[src/rtl/fetch_unit_pkg.sv]
// Shared types and constants for the instruction-fetch stage.
// Latency: n/a (declarations only).
// Backpressure: n/a.
package fetch_unit_pkg;

  // Fetch sequencer states. HOLD means the skid buffer is full.
  // DRAIN means a wrong-path memory reply is still owed.
  typedef enum logic [1:0] {
    IDLE  = 2'd0,
    REQ   = 2'd1,
    HOLD  = 2'd2,
    DRAIN = 2'd3
  } fetch_state_t;

  // sll $0,$0,0: the encoding decode sees for a bubble.
  localparam logic [31:0] NOP_INSTR        = 32'h0000_0000;
  localparam logic [31:0] DEFAULT_RESET_PC = 32'h0000_0000;

endpackage

[src/rtl/fetch_unit_ifid_reg.sv]
// IF/ID pipeline register: instruction, PC+4 and a valid flag.
// Latency: one cycle from inputs to outputs.
// Backpressure: en_i=0 holds the contents; clr_i loads a bubble (PC+4 is kept).
module ifid_reg
  import fetch_unit_pkg::*;
#(
  parameter int XLEN = 32
) (
  input  logic            clk,
  input  logic            rst_n,
  input  logic            en_i,
  input  logic            clr_i,
  input  logic [XLEN-1:0] instr_i,
  input  logic [XLEN-1:0] pcplus4_i,
  output logic [XLEN-1:0] instr_o,
  output logic [XLEN-1:0] pcplus4_o,
  output logic            valid_o
);

  logic [XLEN-1:0] instr_q;
  logic [XLEN-1:0] pcplus4_q;
  logic            valid_q;

  // Load a real instruction or a bubble whenever enabled.
  always_ff @(posedge clk or negedge rst_n) begin
    if (!rst_n) begin
      instr_q   <= XLEN'(NOP_INSTR);
      pcplus4_q <= '0;
      valid_q   <= 1'b0;
    end else if (en_i) begin
      if (clr_i) begin
        instr_q <= XLEN'(NOP_INSTR);
        valid_q <= 1'b0;
      end else begin
        instr_q   <= instr_i;
        pcplus4_q <= pcplus4_i;
        valid_q   <= 1'b1;
      end
    end
  end

  assign instr_o   = instr_q;
  assign pcplus4_o = pcplus4_q;
  assign valid_o   = valid_q;

endmodule

[src/rtl/fetch_unit.sv]
// Instruction fetch: PC, variable-latency imem handshake, one-entry skid, IF/ID register.
// Latency: imem ack on cycle N -> instrD valid after edge N.
// Backpressure: stallF parks a returned instruction in the skid and drops imem_req; stallD holds IF/ID.
module fetch_unit
  import fetch_unit_pkg::*;
#(
  parameter int              XLEN     = 32,
  parameter logic [XLEN-1:0] RESET_PC = XLEN'(DEFAULT_RESET_PC)
) (
  input  logic            clk,
  input  logic            reset,
  input  logic            stallF,
  input  logic            stallD,
  input  logic            pcsrcD,
  input  logic [XLEN-1:0] pcbranchD,
  input  logic            jumpD,
  input  logic [XLEN-1:0] pcjumpD,
  output logic            imem_req,
  output logic [XLEN-1:0] imem_addr,
  input  logic            imem_ack,
  input  logic [XLEN-1:0] imem_rdata,
  output logic [XLEN-1:0] instrD,
  output logic [XLEN-1:0] pcplus4D,
  output logic            validD
);

  fetch_state_t    state_q, state_d;
  logic [XLEN-1:0] pc_q, pc_d;
  logic [XLEN-1:0] addr_q, addr_d;
  logic            req_q, req_d;
  logic [XLEN-1:0] skid_instr_q, skid_instr_d;
  logic [XLEN-1:0] skid_pc4_q, skid_pc4_d;

  logic            redirect;
  logic [XLEN-1:0] target;
  logic [XLEN-1:0] pc_plus4;
  logic            avail;
  logic [XLEN-1:0] avail_instr;
  logic [XLEN-1:0] avail_pc4;

  // A decode-stage redirect only counts when decode itself is not stalled; branch beats jump.
  assign redirect = (pcsrcD | jumpD) & ~stallD;
  assign target   = pcsrcD ? pcbranchD : pcjumpD;
  assign pc_plus4 = pc_q + XLEN'(4);

  // Next-state, PC, skid and "instruction available" decisions.
  always_comb begin
    state_d      = state_q;
    pc_d         = pc_q;
    skid_instr_d = skid_instr_q;
    skid_pc4_d   = skid_pc4_q;
    avail        = 1'b0;
    avail_instr  = imem_rdata;
    avail_pc4    = pc_plus4;

    case (state_q)
      IDLE: state_d = REQ;
      REQ: begin
        if (imem_ack) begin
          if (stallF) begin
            skid_instr_d = imem_rdata;
            skid_pc4_d   = pc_plus4;
            state_d      = HOLD;
          end else begin
            avail = 1'b1;
            pc_d  = pc_plus4;
          end
        end
      end
      HOLD: begin
        if (!stallF) begin
          avail       = 1'b1;
          avail_instr = skid_instr_q;
          avail_pc4   = skid_pc4_q;
          pc_d        = pc_plus4;
          state_d     = REQ;
        end
      end
      DRAIN: begin
        // The reply belongs to the abandoned path; drop it.
        if (imem_ack) state_d = REQ;
      end
      default: state_d = IDLE;
    endcase

    // A redirect overrides everything; a reply still owed forces a drain first.
    if (redirect) begin
      pc_d         = target;
      avail        = 1'b0;
      skid_instr_d = '0;
      skid_pc4_d   = '0;
      if ((state_q == REQ || state_q == DRAIN) && !imem_ack) begin
        state_d = DRAIN;
      end else begin
        state_d = REQ;
      end
    end
  end

  // Request is registered; the address only moves when a fresh request is issued,
  // so it stays stable for the whole outstanding transaction (including DRAIN).
  always_comb begin
    req_d  = (state_d == REQ) || (state_d == DRAIN);
    addr_d = (state_d == REQ) ? {pc_d[XLEN-1:2], 2'b00} : addr_q;
  end

  // Sequencer, PC, request and skid registers.
  always_ff @(posedge clk or negedge reset) begin
    if (!reset) begin
      state_q      <= IDLE;
      pc_q         <= RESET_PC;
      addr_q       <= {RESET_PC[XLEN-1:2], 2'b00};
      req_q        <= 1'b0;
      skid_instr_q <= '0;
      skid_pc4_q   <= '0;
    end else begin
      state_q      <= state_d;
      pc_q         <= pc_d;
      addr_q       <= addr_d;
      req_q        <= req_d;
      skid_instr_q <= skid_instr_d;
      skid_pc4_q   <= skid_pc4_d;
    end
  end

  assign imem_req  = req_q;
  assign imem_addr = addr_q;

  ifid_reg #(
    .XLEN(XLEN)
  ) u_ifid (
    .clk      (clk),
    .rst_n    (reset),
    .en_i     (~stallD | redirect),
    .clr_i    (redirect | ~avail),
    .instr_i  (avail_instr),
    .pcplus4_i(avail_pc4),
    .instr_o  (instrD),
    .pcplus4_o(pcplus4D),
    .valid_o  (validD)
  );

endmodule

[config.mk]
export PLATFORM = sky130hd
export DESIGN_NAME = fetch_unit
export DESIGN_NICKNAME = d
export VERILOG_FILES = /design/src/rtl/fetch_unit_pkg.sv /design/src/rtl/fetch_unit_ifid_reg.sv /design/src/rtl/fetch_unit.sv
export SDC_FILE = /design/constraint.sdc
export NUM_CORES = 1
export LEC_CHECK = 0
export ABC_AREA = 1
export CAP_MARGIN = 30
export CORE_MARGIN = 4
export CORE_UTILIZATION = 48
export DETAILED_ROUTE_END_ITERATION = 7
export PLACE_DENSITY = 0.75
export SYNTH_ARGS = -nofsm -noshare
export SYNTH_HDL_FRONTEND = slang
export SYNTH_SLANG_ARGS = --single-unit
[constraint.sdc]
create_clock -name clk -period 2.5 [get_ports clk]
set_clock_uncertainty 0.1 [all_clocks]
set_input_delay 0.625 -clock clk [delete_from_list [all_inputs] [get_ports clk]]
set_output_delay 0.625 -clock clk [all_outputs]
set_load 0.02 [all_outputs]
# Word level (Yosys, flattened, before mapping)

Cells that the tools add are included.
Widths: inputs -> output; s select.

Bits in latches: 0
Logic and storage cells: 63
Memories kept: 0
Input port bits: 103
Memory bits (writable): 0
Output and inout bits: 98
ROM bits: 0
Bits in registers: 194

Divide/modulo/power cells: 0
Add/sub/neg operators: 1
$lt $le $gt $ge: 0
Muxes and demuxes: 28
Shifts and indexed selects: 0
Equality and inequality tests: 6
Reduce and logical (&&, ||, !) cells: 11
Bitwise gates (word level): 7
Multipliers: 0

Operators by type and width:

| cell                  | count |
|---|---|
| $mux 32               | 15 |
| $pmux 32 s2           | 1 |
| $add 32x3->32 const B | 1 |
| $mux 2                | 6 |
| $pmux 2 s4            | 1 |
| $eq 2x2->1 const B    | 3 |
| $reduce_and 2->1      | 3 |
| $eq 2x1->1 const B    | 2 |
| $mux 1                | 4 |
| $reduce_bool 2->1     | 2 |
| $ne 3x3->1 const B    | 1 |
| $not 1->1             | 3 |
| $or 1x1->1            | 3 |
| $reduce_bool 3->1     | 1 |
| $logic_not 2->1       | 1 |
| $logic_or 1x1->1      | 2 |
| $pmux 1 s2            | 1 |
| $and 1x1->1           | 1 |
| $logic_and 1x1->1     | 1 |
| $logic_not 1->1       | 1 |

# Depth between registers and ports, before layout

Depth after elaboration: 8
Depth in mapped cells: 15
Mapped depth without buffers: 14

# Hierarchy

Synthesis repeated with hierarchy kept, for this count alone.

Cells, all modules: 1426
Area, all modules: 10900.5 um^2

Modules (own cells, without submodules):

| module     | instances | area an instance (um^2) | cells each | sequential area each (um^2) |
|---|---|---|---|---|
| fetch_unit | 1         | 8293.0                  | 1144       | 3228.1 |
| ifid_reg   | 1         | 2607.5                  | 282        | 1626.6 |

# Least setup slack after synthesis

OpenSTA, ideal clock, no wires.

Path kind: input to register
Start point: input stallD
End point: register addr_q[12] (netlist: imem_addr[12])
Arrival time: 1.800 ns
Setup slack: 0.475 ns
Stages on the path: 12
Buffers on the path: 2
Required time: 2.276 ns
Library setup time: 0.124 ns
Path through: buf_2 -> inv_2 -> o21ai_4 -> inv_4 -> nor2_4 -> nand3_1 -> o21ai_2 -> a21oi_4 -> inv_4 -> buf_6 -> nand2_1 -> o21ai_1

Word-level cells in the longest chain between the ends: 4
Elaborated cells between the ends (all ways): 5
Those cells by class: eq/ne (1); mux (2); bitwise (2)

RTL lines:

| what                   | line              | RTL |
|---|---|---|
| start: declaration     | fetch_unit.sv:13  | `input logic stallD,` |
| $not 1->1              | fetch_unit.sv:42  | `assign redirect = (pcsrcD \| jumpD) & ~stallD;` |
| $and 1x1->1            | fetch_unit.sv:42  |  |
| $mux 2                 | fetch_unit.sv:87  | `if (redirect) begin` |
| net state_d[1]         | fetch_unit.sv:27  | `fetch_state_t state_q, state_d;` |
| $eq 2x1->1             | fetch_unit.sv:104 | `addr_d = (state_d == REQ) ? {pc_d[XLEN-1:2], 2'b00} : addr_q;` |
| end signal: assignment | fetch_unit.sv:112 | `addr_q <= {RESET_PC[XLEN-1:2], 2'b00};` |
| end signal: assignment | fetch_unit.sv:119 | `addr_q <= addr_d;` |
| end: declaration       | fetch_unit.sv:29  | `logic [XLEN-1:0] addr_q, addr_d;` |

The timed path passes the listed nets, and every way through them passes these cells.
A chain may end at the register's enable or synchronous reset.

# Final worst setup path

Start point: register pc_q[3]
End point: register addr_q[22] (netlist: imem_addr[22])

Word-level cells in the longest chain between the ends: 5

RTL lines:

| what                     | line                               | RTL |
|---|---|---|
| start: declaration       | fetch_unit.sv:28                   | `logic [XLEN-1:0] pc_q, pc_d;` |
| start signal: assignment | fetch_unit.sv:118                  | `pc_q <= pc_d;` |
| $add 32x3->32 (*)        | fetch_unit.sv:44                   | `assign pc_plus4 = pc_q + XLEN'(4);` |
| $mux 32 (*)              | fetch_unit.sv:60, fetch_unit.sv:71 |  |
| $mux 32                  | fetch_unit.sv:59                   | `if (imem_ack) begin` |
| $pmux 32 s2 (*)          | fetch_unit.sv:56                   | `case (state_q)` |
| $mux 32 (*)              | fetch_unit.sv:87                   |  |

Mark *: on every way between the ends. The rest lies on a longest branch, timed or not. The select of a mux whose other input is x is not followed.

==> reports/qor.csv <==
stage,metric,value,unit
synth,number of synthesis warnings,0,
timing,RSZ-0062 raised after global routing,false,
clock_network,TritonCTS clock tree,yes,
synth,Post-Synthesis Cells,1435,
route,TritonRoute pass-1 iters,5,
power,pwr dens,1090,nW/µm²
layout,# diodes,0,
job,Max-Cap Viols,0,
synth,Post-Synthesis Mean Instance Area,7.29,µm²
setup_path,Buffers & Inverters on Critical Path,0,
clock_network,hold buffers post-CTS,0,
clock_network,postcts setup bufs,0,
floorplanning,Rows,53,
route,DR vias/cell,5.34,
global_routing,initial antenna violation count,0,
floorplanning,# IOs,201,
placed_design,RD Place Congestion,0.939,
setup_path,Critical Path RT,2730,ps
route,Routed WL,30500,µm
floorplanning,die height,156,µm
route,DRC viols,0,
route,ANT nets after route,0,
synth,asr flop ratio synth,1.00,
clock_network,Post-CTS Resized,0,
setup_path,CP cell instances,"ha_1, nand2_1, nor2_1, nand2_2, nor2_4, nand2_1, xor2_1, nand2_1, nand2_1, nand2_1, nand3_1, nand2_1",
power,combinational power share,0.476,
setup_path,Worst Setup End Kind,register,
timing,f_max,436,MHz
timing,Worst Tran Pin Value,613,ps
layout,Finished Cell Area,13500,µm²
floorplanning,core area,21200,µm²
timing,minimum clock period,2300,ps
layout,"commonest non-fill, non-tap cell in the layout",nand2_1,
synth,Synth area leaders,"dfrtp_1, nand2_1, o21ai_0, inv_1, nor2_1",
layout,Final Util,0.634,
setup_path,Top Family by Delay on Critical Path,simple AND/OR/NAND/NOR gates,
timing,final number of setup-violating endpoints,0,
run_status,outcome,"complete, no violations",
synth,"Cell Area, Synth",10500,µm²
setup_path,CP Max Fanout,7,
power,Worst VDD drop,0.618,mV
clock_network,clk sinks,194,
timing,Tcrit/Tclk final,0.918,
global_routing,first-pass GRT wire length,50300,µm
power,Int Power,0.00827,W
setup_path,Worst R2R Setup Slack,200,ps
setup_path,CP startpoint kind,register,
timing,Setup TNS Final,0,ps
synth,cell type with the largest total area after synthesis,dfrtp_1,
setup_path,CP most frequent cell,nand2_1,
floorplanning,overall die area,24200,µm²
power,switching portion of total power,0.439,
global_routing,pin count of the biggest net entering global routing,97,
clock_network,root buffer cell,clkbuf_16,
floorplanning,Die Wd,156,µm
setup_path,"slowest stage cell, crit path",dfrtp_1,
layout,filler cell count,1891,
layout,share of cells above drive strength 1,0.0612,
power,clock share of power,0.180,
timing,Max-slew headroom,0.591,
setup_path,Worst Path Arrival,2530,ps
synth,post-synthesis sequential area ratio,0.464,
synth,Post-synth EDFFs,0,
placed_design,Placed Area,12900,µm²
synth,Synth top area share,0.464,
route,Via Count,10100,
global_routing,GRT Total Usage,0.257,
global_routing,vias in the first global route,9701,
route,drt wl/cell,16.1,µm
clock_network,clock-pin slew on the worst setup and hold paths,80,ps
route,DR iter-0 viols,811,
layout,Layout area overhead,28.7,%
layout,"commonest cells after routing, fill and taps aside","nand2_1, o21ai_0, clkdlybuf4s50_1, dfrtp_1, inv_1",
clock_network,Num CTS Buffers,17,
global_routing,GRT overflow,0,
min_path,Hold Crit Class,in2async,
timing,Slew Limit Fails,0,
synth,Synth Register Bits,194,
power,Net Sw Power,0.00647,W
setup_path,max incr delay on CP,410,ps
power,overall power,0.0147,W
placed_design,# port buffers,198,
floorplanning,Starting Density,0.493,
synth,Netlist cell types,42,
clock_network,worst skew pair latency,440,ps
power,Seq pwr share,0.344,
synth,Synth Flop Type,dfrtp_1,
power,leakage power figure,6.35,nW
clock_network,buffer levels on the longest clock path,2,
layout,Nets,1713,
setup_path,crit path kind,reg2reg,
clock_network,CTS H-tree depth,4,
timing,Fin. Hold Viols,0,
placed_design,DP Wirelength,21600,µm
-- power groups by stage --
| stage | Clock (W) | Combinational (W) | Sequential, W |
|---|---|---|---|
| global placement | 0 | 0.00681 | 0.00510 |
| finish | 0.00265 | 0.00701 | 0.00507 |
| floorplan | 0 | 0.00361 | 0.00553 |
| detailed placement | 0 | 0.00696 | 0.00508 |
| CTS | 0.00268 | 0.00700 | 0.00505 |
| global route | 0.00283 | 0.00781 | 0.00521 |
-- cells by family (layout without fill, tap and decap cells) --
logic type,Yosys count,in the layout,share of synthesized area
other,1,2,0.000359
adder cells (fa/ha/maj),5,5,0.00598
AO/OA/AOI/OAI,341,341,0.182
XOR/XNOR,9,9,0.00754
buffers and inverters,206,388,0.0803
multiplexers,6,6,0.00574
AND/OR/NAND/NOR,673,673,0.253
flip-flops,194,194,0.464
-- final cells by class --
type                            count  area, µm²  area share
Timing Repair Buffer              235       2450       0.182
Inverter                          121        460      0.0342
Multi-Input combinational cell   1036       4780       0.355
Sequential cell                   194       4850       0.361
Clock inverter                     15        145      0.0108
Tap cell                          275        344      0.0256
Clock buffer                       17        425      0.0316
-- metrics by stage --
stage	instances	hold slack, ps	worst slack, ps
2_1_floorplan	1436	229	475
6_report	1893	90.5	204
3_3_place_gp	1861	356	71.0
4_1_cts	1893	114	224
5_1_grt	1893	133	20.9
3_5_place_dp	1861	364	15.8
-- flip-flops by register name (all words and copies together), names as in the netlist --
signal and cells:
imem_req 1, skid_pc4_q 32, imem_addr 30, u_ifid.pcplus4_o 32
state_q 2, u_ifid.instr_o 32, skid_instr_q 32, u_ifid.valid_o 1
pc_q 32
-- final timing paths --
check,startpoint,endpoint,cells after the start
setup / recovery,pc_q[3]$_DFF_PN0_,imem_addr[22]$_DFFE_PN0N_,12
min in group clk,u_ifid.pcplus4_o[30]$_DFFE_PN0P_,u_ifid.pcplus4_o[30]$_DFFE_PN0P_,2
setup reg to reg,pc_q[3]$_DFF_PN0_,imem_addr[22]$_DFFE_PN0N_,12
hold / removal,reset,skid_instr_q[7]$_DFFE_PN0P_,1
max in group asynchronous,reset,u_ifid.instr_o[20]$_DFFE_PN0N_,2
hold reg to reg,u_ifid.pcplus4_o[30]$_DFFE_PN0P_,u_ifid.pcplus4_o[30]$_DFFE_PN0P_,2
-- routing by layer --
metal  track usage  share of wire  up-vias
met5             0              0        -
met1         0.382           0.47     4701
met2         0.393           0.44      392
met4        0.0604          0.012        0
met3        0.0477          0.076       22
li1              -              -     4990
-- synthesized netlist by cell type (all sizes together), types with 3 or more instances --
cell type / n
a21boi: 9
a21oi: 50
a22o: 11
a22oi: 3
a31oi: 11
buf: 32
clkbuf: 53
dfrtp: 194
ha: 5
inv: 120
mux2i: 6
nand2: 526
nand3: 52
nor2: 87
nor3: 3
o211ai: 5
o21ai: 210
o21bai: 4
o22ai: 32
xor2: 9
No activity file was read; power rests on OpenSTA's default activity.
